File: config.mk
export PLATFORM = sky130hd
export DESIGN_NAME = uart_tx_arbiter
export DESIGN_NICKNAME = d
export VERILOG_FILES = /design/src/rtl/uart_tx_arbiter.sv
export SDC_FILE = /design/constraint.sdc
export NUM_CORES = 1
export LEC_CHECK = 0
export CAP_MARGIN = 20
export CORE_MARGIN = 2
export CORE_UTILIZATION = 40
export DETAILED_ROUTE_END_ITERATION = 7
export PLACE_DENSITY = 0.7
export REMOVE_ABC_BUFFERS = 1
export SLEW_MARGIN = 20
export SYNTH_ARGS = -nofsm -noshare
export SYNTH_HDL_FRONTEND = slang
export SYNTH_SLANG_ARGS = --single-unit
File: constraint.sdc
create_clock -name CLK -period 5.6 [get_ports CLK]
set_input_delay 0.84 -clock CLK [delete_from_list [all_inputs] [get_ports CLK]]
set_output_delay 0.84 -clock CLK [all_outputs]
set_load 0.01 [all_outputs]
File: src/rtl/uart_tx_arbiter.sv
// rtl/uart_tx_arbiter.sv - round-robin arbiter sharing one UART transmitter between byte sources
module uart_tx_arbiter #(
    parameter int Nreq  = 4,
    parameter int Wdata = 8
) (
    input  logic                  CLK,
    input  logic                  RST,
    input  logic [Nreq-1:0]       REQ,
    input  logic [Nreq-1:0]       LOCK,
    input  logic [Nreq*Wdata-1:0] DIN,
    output logic [Nreq-1:0]       ACK,
    output logic [Nreq-1:0]       GRANT,
    output logic [Wdata-1:0]      TX_DATA,
    output logic                  TX_START,
    input  logic                  TX_BUSY
);

    localparam int PW = (Nreq > 1) ? $clog2(Nreq) : 1;

    typedef enum logic [1:0] {IDLE, START, WAIT_HI, WAIT_LO} state_t;

    state_t        state;
    logic [PW-1:0] ptr;
    logic [PW-1:0] win;
    logic          locked;
    logic          miss;

    // Rotation step; written as a compare so non-power-of-two Nreq wraps to 0.
    function automatic logic [PW-1:0] next_idx(input logic [PW-1:0] i);
        return (i == PW'(Nreq - 1)) ? '0 : i + PW'(1);
    endfunction

    // The owner released its lock while we sat idle: rotate past it this cycle.
    logic          drop_lock;
    logic [PW-1:0] scan_base;
    assign drop_lock = locked && !LOCK[win];
    assign scan_base = drop_lock ? next_idx(win) : ptr;

    // Frame completion, either a real stop bit or a start the TX never took.
    logic frame_end;
    assign frame_end = ((state == WAIT_LO) && !TX_BUSY) ||
                       ((state == WAIT_HI) && !TX_BUSY && miss);

    // Winner search: locked owner only, otherwise first request from scan_base.
    logic          found;
    logic [PW-1:0] pick;
    logic [PW-1:0] idx;
    always_comb begin
        found = 1'b0;
        pick  = '0;
        idx   = scan_base;
        if (locked && !drop_lock) begin
            found = REQ[win];
            pick  = win;
        end else begin
            for (int k = 0; k < Nreq; k++) begin
                if (!found && REQ[idx]) begin
                    found = 1'b1;
                    pick  = idx;
                end
                idx = next_idx(idx);
            end
        end
    end

    logic [Nreq-1:0] pick_oh;
    assign pick_oh = Nreq'(1) << pick;

    // Arbitration FSM with registered grant, start pulse, ack and data.
    always_ff @(posedge CLK) begin
        if (RST) begin
            state    <= IDLE;
            ptr      <= '0;
            win      <= '0;
            locked   <= 1'b0;
            miss     <= 1'b0;
            GRANT    <= '0;
            ACK      <= '0;
            TX_START <= 1'b0;
            TX_DATA  <= '0;
        end else begin
            ACK      <= '0;
            TX_START <= 1'b0;
            case (state)
                IDLE: begin
                    if (drop_lock) begin
                        locked <= 1'b0;
                        ptr    <= next_idx(win);
                        GRANT  <= '0;
                    end
                    if (!TX_BUSY && found) begin
                        win      <= pick;
                        GRANT    <= pick_oh;
                        TX_DATA  <= DIN[int'(pick)*Wdata +: Wdata];
                        TX_START <= 1'b1;
                        ACK      <= pick_oh;
                        state    <= START;
                    end
                end
                START: begin
                    miss  <= 1'b0;
                    state <= WAIT_HI;
                end
                WAIT_HI: begin
                    if (TX_BUSY) begin
                        state <= WAIT_LO;
                    end else if (miss) begin
                        state <= IDLE;
                    end else begin
                        miss <= 1'b1;
                    end
                end
                WAIT_LO: begin
                    if (!TX_BUSY) begin
                        state <= IDLE;
                    end
                end
                default: state <= IDLE;
            endcase
            // A dropped start is closed out like a finished frame so the
            // rotation still advances and the next requester gets served.
            if (frame_end) begin
                if (LOCK[win]) begin
                    locked <= 1'b1;
                end else begin
                    locked <= 1'b0;
                    GRANT  <= '0;
                    ptr    <= next_idx(win);
                end
            end
        end
    end

endmodule

# Word-level counts from Yosys, hierarchy flattened
# Index checks and enable logic that the tools add are counted.
# word_totals
regBits,25
input_bits,43
output_inout_bits,17
wordCells,109
# op_classes
add_sub_neg,4
order_cmp,5
n_eq_ne,11
shift,2
n_mux,50
bitwise,2
reduce_logical,26
# op_table
op,n
$mux W2,17
$shiftx A32 B6 Y8,1
$mux W1,20
$mux W4,5
$lt A2 B3 Y1 const B,5
$bmux W1 S2,6
$eq A2 B2 Y1 const B,6
$logic_and A1 B1 Y1,9
$add A2 B1 Y2 const B,4
$pmux W2 S4,1
$logic_not A1 Y1,6
$ne A2 B2 Y1 const B,3
$reduce_and A2 Y1,3
$reduce_bool A2 Y1,3
$shl A1 B2 Y4 const A,1
$ne A3 B3 Y1 const B,1
$reduce_and A3 Y1,1
$reduce_or A3 Y1,1
$eq A2 B1 Y1 const B,1
$logic_not A2 Y1,1
$not A1 Y1,2
$pmux W1 S2,1
$reduce_or A2 Y1,1
$logic_or A1 B1 Y1,1

# Depth between registers and ports, before layout
# Gate-level depths: netlist of run 1.
# logic_depth
word_depth,26
depth_mapped,11
ltp_nobuf,9

# Least setup slack after synthesis of run 1
# Ideal clock, no wire load.
# synth_path
path_type,in2reg
startpoint,input LOCK[3]
endpoint,register TX_DATA[4]
t_arrival_ps,3082
setup_slack_ps,2401
path_stages,11
n_path_buf,3
cell_sequence,mux4_2 -> or2_1 -> buf_2 -> nor4b_1 -> a311oi_1 -> a222oi_1 -> buf_4 -> buf_12 -> mux2i_1 -> mux2i_1 -> a22o_1
# synth_between
elab_chain_len,23
elab_cells_between_ends,46
# synth_lines
item,line_no,text
"start, declared",9,"input logic [Nreq-1:0] LOCK,"
$bmux W1 S2 (*),36,assign drop_lock = locked && !LOCK[win];
$mux W1 (implied by the code) (*),36,
$logic_not A1 Y1 (*),36,
$logic_and A1 B1 Y1 (*),36,
"parallel branches: the longest is 19 deep, another holds $add A2 B1 Y2",n/a,
"end signal, assigned",94,TX_DATA <= DIN[int'(pick)*Wdata +: Wdata];
"end, declared",13,"output logic [Wdata-1:0] TX_DATA,"
# Mark *: on every way between the ends. The select of a mux whose other input is x is not followed.
# A chain may end at the register's enable or synchronous reset.

# Worst setup path after layout of run 1
# layout_path
startpoint,input LOCK[3]
endpoint,register TX_DATA[1]
# The elaborated chain is that of the path after synthesis.

==> impl_results.rst, run 1 <==
.. list-table::
   :header-rows: 1

   * - Metric
     - Value
   * - Area occupied by registers
     - approximately 500 sq um
   * - Final clock period utilization by the worst path
     - 0.686
   * - Fraction of registers with async set/reset
     - 0
   * - Kind of start point of the critical path
     - input pin
   * - Fmax
     - ~260 MHz
   * - Clock root buffer master
     - sky130_fd_sc_hd__clkbuf_8
   * - Unrepaired setup endpoints after global routing
     - no
   * - Register-to-register setup slack
     - between 2000 and 2500 ps
   * - Most frequent cells after synthesis
     - sky130_fd_sc_hd__mux2i_1 (28), sky130_fd_sc_hd__dfxtp_1 (25), sky130_fd_sc_hd__nor2_1 (25)
   * - Shortest period the worst path allows
     - 3840 ps
   * - Avg Vias per Cell
     - 5.54
   * - Sequential fraction of the synthesis area
     - 0.284
   * - Destination of the critical timing path
     - TX_DATA[1]
   * - Overall die height
     - 70.4 um
   * - Antenna cell count
     - 0
   * - Number of primary I/O pins
     - 60
   * - Final routed wirelength across all metal layers
     - 4330 um
   * - Post-synthesis instance area
     - 1760 sq um
   * - Fin Hold WS
     - ~490 ps
   * - Sum of overflow across all layers after global routing
     - 0
   * - Number of antenna violations at the first check in global routing
     - 0
   * - First-pass GRT wire length
     - 7510 um
   * - Post-CTS Hold Buffers
     - 0
   * - Core Region
     - 4290 sq um
   * - # nets final
     - ~300
   * - Worst min-delay path category
     - reg2reg
   * - Total Power
     - 0.449 mW
   * - Final cell count without fillers
     - just over 300
   * - Hold Violations, Final
     - 0
   * - Number of enable-type register cells in the synthesized netlist
     - 0
   * - Total leakage power
     - 0.928 nW
   * - Buffers inserted during post-CTS setup optimization
     - 0
   * - Transition at the pin with the smallest max-transition slack
     - 983 ps
   * - Capturing element type of the critical path
     - flip-flop
   * - Clk sinks
     - 25
   * - CTS Buf Count
     - 3
   * - Arrival time at the worst endpoint
     - 4010 ps
   * - Total negative slack for setup checks
     - 0 ps
   * - Die outline width
     - 70.4 um
   * - Total placed cells including tap cells
     - 307
   * - Most used standard cell by instance count after synthesis
     - sky130_fd_sc_hd__mux2i_1
   * - Post-detailed-route count of antenna-violating nets
     - 0
   * - Number of slew-limit violations in the final report
     - 0
   * - Largest voltage drop on the vdd net
     - 0.116 mV
   * - Area of the die
     - 4950 sq um
   * - Worst setup path startpoint
     - LOCK[3]
   * - Global-route usage over all layers
     - 0.183
   * - Ys Warns
     - 0
   * - Post-Synthesis Cells
     - 213
   * - Critical Setup Path Class
     - in2reg
   * - Core Util, Final
     - 0.554
   * - Average wire per cell in the routed design
     - roughly 14 um
   * - Clock input transition at the sequential cells of the worst setup and hold paths
     - 90 ps
   * - Post-synthesis cell type with the largest combined area
     - sky130_fd_sc_hd__dfxtp_1
   * - Share of the synthesized area in the top cell type
     - 0.284
   * - Number of standard-cell rows in the floorplan
     - 24
   * - Layout cell share with drive strength beyond 1
     - 0.0695
   * - Synth cell types
     - 50
   * - PortBufs
     - between 50 and 60
   * - Length of the first detailed-routing pass in iterations
     - 4
   * - Pwr/cell area
     - 189 nW/um^2
   * - Skew final
     - 7.67 ps
   * - Maximum level of the CTS H-tree
     - 1
   * - Maximum number of pins on one net before global-route repair
     - 25
   * - Dominant cells by area after synthesis
     - sky130_fd_sc_hd__dfxtp_1 (28%), sky130_fd_sc_hd__mux2i_1 (16%), sky130_fd_sc_hd__nor2_1 (5.3%), sky130_fd_sc_hd__a21oi_1 (4.3%), sky130_fd_sc_hd__nor2b_1 (3.9%)
   * - Count of max-cap constraint violations
     - 0
   * - DRC
     - 0
   * - Layout Area Growth over Synthesis
     - 35.1%
   * - Via count
     - 1723
   * - Crit Path Max Fanout
     - 24
   * - R2r worst-path depth
     - 7
   * - Number of flip-flops and latches in the synthesized netlist
     - 25
   * - CTS Buffer Depth
     - 2
   * - Starting Density
     - 0.411
   * - Area of the multi-input gates
     - 1140 sq um
   * - Fill cells
     - 416
   * - Leading register cell type out of synthesis
     - sky130_fd_sc_hd__dfxtp_1
   * - Destination of the worst register-to-register timing path
     - TX_DATA[1]
   * - Synthesized area divided by synthesized cell count
     - about 8.3 sq um
   * - Status
     - complete, no violations
   * - Post_cts resized
     - 0
   * - Drt initial violations
     - 163
   * - Source of the worst register-to-register timing path
     - win[0]
   * - Relative slew slack
     - 0.345
   * - Source-to-sink clock delay at the later pin of the worst-skew pair
     - 270 ps
   * - Vias in the first global route
     - approximately 1600
   * - Required time of the critical path
     - 5770 ps
   * - TritonCTS clock tree
     - yes
   * - Gp weighted congestion
     - around 0.9
   * - Setup violations, final
     - 0
   * - Detailed placer's ending HPWL
     - 3140 um
-- where the power goes --
| group | leakage [nW] | switching, mW | internal, mW |
|---|---|---|---|
| combinational | 0.703 | 0.0629 | 0.0774 |
| sequential | 0.204 | 0.00883 | 0.190 |
| clock | 0.0217 | 0.0600 | 0.0505 |
| total | 0.928 | 0.132 | 0.318 |
-- area by class of cell --
class / instances / share of cell area
inverters: 7 / 0.0110
multi-input cells: 163 / 0.480
well taps: 52 / 0.0273
repair buffers: 60 / 0.251
clock inverters: 1 / 0.00315
clock buffers: 3 / 0.0173
flip-flops and latches: 25 / 0.210
-- registers in the layout, indices dropped and copies added (netlist names) --
name	count
TX_DATA	8
miss	1
GRANT	4
ptr	2
state	2
TX_START	1
ACK	4
win	2
locked	1
-- placed cells by master (no fill, tap or decap), types with 2 or more instances in the layout --
master / instances
sky130_fd_sc_hd__nor2_1: 25
sky130_fd_sc_hd__dfxtp_1: 25
sky130_fd_sc_hd__a21oi_1: 15
sky130_fd_sc_hd__a2bb2oi_1: 2
sky130_fd_sc_hd__nand2_1: 10
sky130_fd_sc_hd__a22o_1: 7
sky130_fd_sc_hd__a311oi_1: 2
sky130_fd_sc_hd__or3_1: 3
sky130_fd_sc_hd__nor2b_1: 11
sky130_fd_sc_hd__nand2b_1: 5
sky130_fd_sc_hd__clkdlybuf4s50_1: 59
sky130_fd_sc_hd__inv_1: 7
sky130_fd_sc_hd__clkbuf_8: 3
sky130_fd_sc_hd__o21ai_0: 8
sky130_fd_sc_hd__nor3_1: 7
sky130_fd_sc_hd__nand3b_1: 2
sky130_fd_sc_hd__mux2i_1: 28
sky130_fd_sc_hd__nand3_1: 6
sky130_fd_sc_hd__o211a_1: 2
sky130_fd_sc_hd__mux4_2: 2
-- critical path, stage by stage --
cell and delay [ps]:
sky130_fd_sc_hd__clkdlybuf4s50_1 390, sky130_fd_sc_hd__mux4_2 620, sky130_fd_sc_hd__nor2_4 220, sky130_fd_sc_hd__mux2i_1 370
sky130_fd_sc_hd__mux2i_1 140, sky130_fd_sc_hd__o221ai_2 780, sky130_fd_sc_hd__nor2_1 360, sky130_fd_sc_hd__a22o_1 290
-- layer usage --
layer | vias up | GRT usage | routed length [um]
met1 | 795 | 0.252 | 1970
met2 | 51 | 0.274 | 1980
met5 | - | 0 | 0
met4 | 0 | 0.0598 | 89
met3 | 10 | 0.0519 | 290
li1 | 867 | - | -
-- through the flow --
step	area, sq um	setup slack, ps
finish	2380	1760
global placement	2330	1500
global route	2380	1460
CTS	2380	1730
floorplan	1660	588
detailed placement	2330	1430
-- cell families (layout without fill, tap and decap cells) --
kind of cell    after synthesis  in the layout  share of synthesized area
fa+ha+maj                     1              1                    0.00710
mux                          32             32                      0.199
buf+inv                      25             71                     0.0717
flops                        25             25                      0.284
simple gates                 82             82                      0.244
compound gates               48             48                      0.194
-- how the worst min path moves through the flow --
stage / start / cells after the start / endpoint
after global routing: GRANT[3] / 2 / GRANT[3]
after global placement: GRANT[3] / 2 / GRANT[3]
final: GRANT[3] / 2 / GRANT[3]
after CTS: GRANT[3] / 2 / GRANT[3]
after floorplan: miss / 2 / miss
after detailed placement: GRANT[1] / 2 / GRANT[1]
(Power assumes the default switching activity.)
==> inputs of run 2 (changes only) <==
==> constraint.sdc (replaced) <==
create_clock -name CLK -period 3.8 [get_ports CLK]
set_input_delay 0.57 -clock CLK [delete_from_list [all_inputs] [get_ports CLK]]
set_output_delay 0.57 -clock CLK [all_outputs]
set_load 0.01 [all_outputs]
==> run 2 against run 1 <==
Die area is the same. Clock skew is essentially flat. Via count increased by 0.87%. Sequential share of layout area fell by 0.48 points. Count of clock-buffer cells in the layout stayed put.
==> impl_results.rst, run 2 (same netlist as run 1, synthesis figures left out) <==
.. list-table::
   :header-rows: 1

   * - Metric
     - Value
   * - Status
     - complete, no violations
   * - Hold Violations, Final
     - 0 (unchanged)
   * - Overall die height
     - 70.4 um (unchanged)
   * - Crit Path Max Fanout
     - 23 (-4.2%)
   * - Starting Density
     - 0.411 (unchanged)
   * - Final routed wirelength across all metal layers
     - 4610 um (+6.4%)
   * - Number of primary I/O pins
     - 60 (unchanged)
   * - Final clock period utilization by the worst path
     - 0.857
   * - Post-CTS Hold Buffers
     - 0 (unchanged)
   * - Total negative slack for setup checks
     - 0 ps (unchanged)
   * - Number of standard-cell rows in the floorplan
     - 24 (unchanged)
   * - Place WS
     - 267 ps (-1160 ps)
   * - Max reg flops
     - 8 (unchanged)
   * - PortBufs
     - 59 (unchanged)
   * - Sum of overflow across all layers after global routing
     - 0 (unchanged)
   * - Largest voltage drop on the vdd net
     - 0.181 mV (+56%)
   * - CTS Buf Count
     - 3 (unchanged)
   * - Drt initial violations
     - 132 (-19%)
   * - Number of antenna violations at the first check in global routing
     - 0 (unchanged)
   * - Required time of the critical path
     - 3970 ps (-1800 ps)
   * - Buffers inserted during post-CTS setup optimization
     - 0 (unchanged)
   * - Transition at the pin with the smallest max-transition slack
     - 711 ps (-271 ps)
   * - Length of the first detailed-routing pass in iterations
     - 4 (unchanged)
   * - Total placed instance area
     - 2390 sq um (+2.5%)
   * - Vias in the first global route
     - 1690 (+5.8%)
   * - Average wire per cell in the routed design
     - 14.5 um (+4.4%)
   * - Fin Hold WS
     - 469 ps (-16.7 ps)
   * - Maximum level of the CTS H-tree
     - 1 (unchanged)
   * - Global-route usage over all layers
     - 0.190 (+0.00711)
   * - Post-layout worst setup margin
     - 543 ps (-1210 ps)
   * - Critical Setup Path Class
     - reg2reg
   * - Most flop-heavy register
     - TX_DATA
   * - Fill cells
     - 411 (-1.2%)
   * - Total leakage power
     - 0.966 nW (+4.0%)
   * - Area of the die
     - 4950 sq um (unchanged)
   * - Die outline width
     - 70.4 um (unchanged)
   * - Area of the multi-input gates
     - 1140 sq um (unchanged)
   * - Clock input transition at the sequential cells of the worst setup and hold paths
     - 80 ps (about the same)
   * - Via count
     - 1738 (+0.87%)
   * - Most common cell after layout, fill and taps aside
     - sky130_fd_sc_hd__clkdlybuf4s50_1
   * - Core Region
     - 4290 sq um (unchanged)
   * - Clock root buffer master
     - sky130_fd_sc_hd__clkbuf_8
   * - Antenna cell count
     - 0 (unchanged)
   * - Capturing element type of the critical path
     - flip-flop
   * - Most used cells in the layout excluding fill and tap cells
     - sky130_fd_sc_hd__clkdlybuf4s50_1 (59), sky130_fd_sc_hd__mux2i_1 (28), sky130_fd_sc_hd__dfxtp_1 (25), sky130_fd_sc_hd__nor2_1 (25), sky130_fd_sc_hd__a21oi_1 (15)
   * - First-pass GRT wire length
     - 7840 um (+4.3%)
   * - Worst min-delay path category
     - reg2reg
   * - Post-detailed-route count of antenna-violating nets
     - 0 (unchanged)
   * - Source-to-sink clock delay at the later pin of the worst-skew pair
     - 280 ps (about the same)
   * - Maximum number of pins on one net before global-route repair
     - 24 (-4.0%)
   * - Unrepaired setup endpoints after global routing
     - no
   * - CTS Buffer Depth
     - 2 (unchanged)
   * - DRC
     - 0 (unchanged)
   * - TritonCTS clock tree
     - yes
   * - Registers with the most flip-flops
     - TX_DATA: 8 flops, ACK: 4 flops, GRANT: 4 flops
   * - Fmax
     - around 300 MHz
   * - Layout cell share with drive strength beyond 1
     - 0.0906 (+0.0211)
   * - Relative slew slack
     - 0.524 (+0.179)
   * - Setup violations, final
     - 0 (unchanged)
   * - Kind of start point of the critical path
     - flip-flop
   * - Avg Vias per Cell
     - 5.48 (-1.0%)
   * - Total Power
     - 0.672 mW (+49%)
   * - Count of max-cap constraint violations
     - 0 (unchanged)
   * - Layout Area Growth over Synthesis
     - 38.2%
   * - Pwr/cell area
     - 276 nW/um^2 (+46%)
   * - Post_cts resized
     - 0 (unchanged)
   * - Detailed placer's ending HPWL
     - 3430 um (+9.1%)
   * - Arrival time at the worst endpoint
     - 3430 ps (-580 ps)
   * - Shortest period the worst path allows
     - roughly 3300 ps
   * - # nets final
     - 310 (+2.0%)
   * - Post-Layout Inst Area
     - 2440 sq um (+2.3%)
   * - Number of slew-limit violations in the final report
     - 0 (unchanged)
   * - Gp weighted congestion
     - 0.947 (+7.2%)
   * - Skew final
     - 7.36 ps (-0.315 ps)
   * - Clk sinks
     - 25 (unchanged)
   * - Area occupied by registers
     - 500 sq um (unchanged)
[run 2: cell types whose count changed in the layout (fill, tap and decap cells not counted)]
cell	before	now
sky130_fd_sc_hd__buf_12	0	1
sky130_fd_sc_hd__buf_4	1	6
sky130_fd_sc_hd__clkinv_2	0	1
sky130_fd_sc_hd__clkinvlp_4	1	0
[run 2: worst max-delay path: stages (launching register included)]
cell and delay (ps):
sky130_fd_sc_hd__dfxtp_1 610, sky130_fd_sc_hd__mux4_2 620, sky130_fd_sc_hd__nor2_4 190, sky130_fd_sc_hd__mux2_2 370, sky130_fd_sc_hd__o311a_1 120, sky130_fd_sc_hd__a222oi_1 460
sky130_fd_sc_hd__buf_12 240, sky130_fd_sc_hd__mux2i_1 210, sky130_fd_sc_hd__mux2i_1 90, sky130_fd_sc_hd__a22o_1 240
[run 2: per-layer routing]
metal | vias to the layer above | GRT usage | routed length, um
li1 | 877 | - | -
met1 | 802 | 0.252 | 2090
met2 | 57 | 0.303 | 2160
met3 | 2 | 0.0476 | 334
met4 | 0 | 0.0577 | 26
met5 | - | 0 | 0
[run 2: power by group]
part | internal [mW] | switching (mW)
clock | 0.0736 | 0.0881
combinational | 0.122 | 0.0959
sequential | 0.279 | 0.0126
[run 2: area by class of cell]
type | count | area share
Clock buffer | 3 | 0.0169
Timing Repair Buffer | 66 | 0.269
Inverter | 7 | 0.0108
Clock inverter | 1 | 0.00205
Multi-Input combinational cell | 163 | 0.469
Tap cell | 52 | 0.0267
Sequential cell | 25 | 0.205
[run 2: path summary, 6_finish.rpt]
path,from,to,slack (ps),cells past startpoint
worst min-delay path,GRANT[1],GRANT[1],470,2
worst max register to register,win[0],TX_DATA[7],540,9
worst max-delay path,win[0],TX_DATA[7],540,9
worst min register to register,GRANT[1],GRANT[1],470,2
[run 2: metrics by stage]
step | utilization | cells
2_1_floorplan | - | 195
3_3_place_gp | 0.557 | 313
3_5_place_dp | 0.557 | 313
4_1_cts | 0.567 | 317
5_1_grt | 0.567 | 317
6_report | 0.567 | 317
==> inputs of run 3 (changes only) <==
--- a/config.mk
+++ b/config.mk
@@ -9,6 +9,7 @@
 export CORE_MARGIN = 2
 export CORE_UTILIZATION = 40
 export DETAILED_ROUTE_END_ITERATION = 7
+export GPL_TIMING_DRIVEN = 0
 export PLACE_DENSITY = 0.7
 export REMOVE_ABC_BUFFERS = 1
 export SLEW_MARGIN = 20
==> run 3 against run 2 <==
Utilization rose by 0.64 points. Cell count up 1.6%. Clock power down 4%. Register-to-register slack got worse by 110 ps. Hold slack improved by 7.5 ps. Combinational power is 2% higher. Critical path type is now in2reg. Critical endpoint is now TX_DATA[5].
==> impl_results.rst, run 3 (same netlist as run 1, synthesis figures left out) <==
.. list-table::
   :header-rows: 1

   * - Metric
     - Value
   * - Layout Area Growth over Synthesis
     - 39.7%
   * - Final clock period utilization by the worst path
     - 0.932 (+0.0754)
   * - Post-detailed-route count of antenna-violating nets
     - 0 (unchanged)
   * - Post-CTS Hold Buffers
     - 0 (unchanged)
   * - Vias in the first global route
     - 1686 (-0.24%)
   * - Avg Vias per Cell
     - 5.47 (-0.25%)
   * - First-pass GRT wire length
     - 7610 um (-2.9%)
   * - Required time of the critical path
     - 3980 ps (about the same)
   * - Register-to-register setup slack
     - 430 ps (-110 ps)
   * - Layout cell share with drive strength beyond 1
     - 0.115 (+0.0242)
   * - Arrival time at the worst endpoint
     - 3720 ps (+290 ps)
   * - # nets final
     - 315 (+1.6%)
   * - Largest voltage drop on the vdd net
     - 0.143 mV (-21%)
   * - Transition at the pin with the smallest max-transition slack
     - 713 ps (+1.62 ps)
   * - Critical Setup Path Class
     - in2reg
   * - Relative slew slack
     - 0.523 (-0.00108)
   * - Unrepaired setup endpoints after global routing
     - no
   * - DRC
     - 0 (unchanged)
   * - CTS Buffer Depth
     - 2 (unchanged)
   * - PortBufs
     - 59 (unchanged)
   * - Number of standard-cell rows in the floorplan
     - 24 (unchanged)
   * - TritonCTS clock tree
     - yes
   * - Die outline width
     - 70.4 um (unchanged)
   * - CTS Buf Count
     - 3 (unchanged)
   * - Hold Violations, Final
     - 0 (unchanged)
   * - Capturing element type of the critical path
     - flip-flop
   * - Count of max-cap constraint violations
     - 0 (unchanged)
   * - Number of primary I/O pins
     - 60 (unchanged)
   * - Sum of overflow across all layers after global routing
     - 0 (unchanged)
   * - Total Power
     - 0.671 mW (-0.14%)
   * - Clk sinks
     - 25 (unchanged)
   * - Most used cells in the layout excluding fill and tap cells
     - sky130_fd_sc_hd__clkdlybuf4s50_1 (59), sky130_fd_sc_hd__mux2i_1 (27), sky130_fd_sc_hd__nor2_1 (25)
   * - Startpoint of the worst hold path
     - GRANT[3]
   * - Core Util, Final
     - 0.574 (+0.00641)
   * - Status
     - complete, no violations
   * - Fill cells
     - 409 (-0.49%)
   * - Maximum level of the CTS H-tree
     - 1 (unchanged)
   * - Most flop-heavy register
     - TX_DATA
   * - Area occupied by registers
     - 502 sq um (+0.25%)
   * - Overall die height
     - 70.4 um (unchanged)
   * - Core Region
     - 4290 sq um (unchanged)
   * - Maximum number of pins on one net before global-route repair
     - 20 (-17%)
   * - Number of antenna violations at the first check in global routing
     - 0 (unchanged)
   * - Antenna cell count
     - 0 (unchanged)
   * - Total negative slack for setup checks
     - 0 ps (unchanged)
   * - Pwr/cell area
     - 272 nW/um^2 (-1.3%)
   * - Setup violations, final
     - 0 (unchanged)
   * - Worst min-delay path category
     - reg2reg
   * - Shortest period the worst path allows
     - 3540 ps (+287 ps)
   * - Clock root buffer master
     - sky130_fd_sc_hd__clkbuf_8
   * - Source of the worst register-to-register timing path
     - win[0]
   * - Skew final
     - 9.40 ps (+2.05 ps)
   * - Clock input transition at the sequential cells of the worst setup and hold paths
     - 90 ps (about the same)
   * - Average wire per cell in the routed design
     - 13.8 um (-5.3%)
   * - Length of the first detailed-routing pass in iterations
     - 4 (unchanged)
   * - Detailed placer's ending HPWL
     - 3300 um (-3.7%)
   * - Area of the multi-input gates
     - 1150 sq um (+0.33%)
   * - Gp weighted congestion
     - 0.823 (-13%)
   * - Most common cell after layout, fill and taps aside
     - sky130_fd_sc_hd__clkdlybuf4s50_1
   * - Number of slew-limit violations in the final report
     - 0 (unchanged)
   * - Worst setup path startpoint
     - LOCK[3]
   * - Global-route usage over all layers
     - 0.187 (-0.00307)
   * - Kind of start point of the critical path
     - input pin
   * - Registers with the most flip-flops
     - TX_DATA: 8 flops, ACK: 4 flops, GRANT: 4 flops
   * - Starting Density
     - 0.411 (unchanged)
   * - Total leakage power
     - 0.981 nW (+1.5%)
   * - Drt initial violations
     - 176 (+33%)
   * - Max reg flops
     - 8 (unchanged)
   * - Fmax
     - 282 MHz (-8.1%)
   * - Final routed wirelength across all metal layers
     - 4440 um (-3.8%)
   * - Source-to-sink clock delay at the later pin of the worst-skew pair
     - 270 ps (about the same)
   * - Area of the die
     - 4950 sq um (unchanged)
   * - Via count
     - 1761 (+1.3%)
   * - Crit Path Max Fanout
     - 8 (-65%)
-- run 3: cell types whose count changed in the layout (fill, tap and decap cells not counted), sizes merged --
cell	delta
buf	+4
clkdlybuf4s15	+1
-- run 3: repair_timing --
action / in CTS / in global routing
resized for setup: 0 / 2
setup endpoints to repair: 6 / 8
gates cloned: 0 / 0
setup buffers: 2 / 4
pin swaps: 1 / 0
-- run 3: stage by stage --
step | hold WS [ps] | area [sq um] | setup WS, ps | instances
2_1_floorplan | 444 | 1660 | -947 | 195
3_3_place_gp | 452 | 2320 | -2330 | 306
3_5_place_dp | 461 | 2370 | -423 | 312
4_1_cts | 476 | 2430 | 185 | 318
5_1_grt | 499 | 2460 | 4.94 | 322
6_report | 476 | 2460 | 257 | 322
-- run 3: final cells by class --
type,count,share of cell area
Sequential cell,25,0.204
Timing Repair Buffer,71,0.275
Clock buffer,3,0.0168
Tap cell,52,0.0264
Inverter,7,0.0107
Multi-Input combinational cell,163,0.465
Clock inverter,1,0.00203
-- run 3: layer usage --
metal	GRT usage	routed length [um]	vias up
met4	0.0620	63	0
met5	0	0	-
li1	-	-	883
met1	0.235	1920	812
met3	0.0620	373	7
met2	0.300	2080	59
-- run 3: worst paths after layout --
kind	to	cells past startpoint
worst min-delay path	GRANT[3]	2
worst max-delay path	TX_DATA[5]	12
worst max register to register	TX_DATA[5]	11
worst min register to register	GRANT[3]	2
-- run 3: worst max-delay path, cell delays in order --
cell                              delay, ps
sky130_fd_sc_hd__clkdlybuf4s50_1        390
sky130_fd_sc_hd__mux4_2                 580
sky130_fd_sc_hd__or2_1                  330
sky130_fd_sc_hd__nor4b_1                260
sky130_fd_sc_hd__a311oi_1               100
sky130_fd_sc_hd__a222oi_1               330
sky130_fd_sc_hd__buf_4                  190
sky130_fd_sc_hd__buf_2                  170
sky130_fd_sc_hd__clkdlybuf4s15_2        270
sky130_fd_sc_hd__mux2i_1                190
sky130_fd_sc_hd__mux2i_1                 90
sky130_fd_sc_hd__a22o_1                 230
-- run 3: report_power, final --
group          switching, mW  internal, mW
Combinational         0.0965         0.126
Sequential            0.0124         0.280
Clock                 0.0831        0.0734
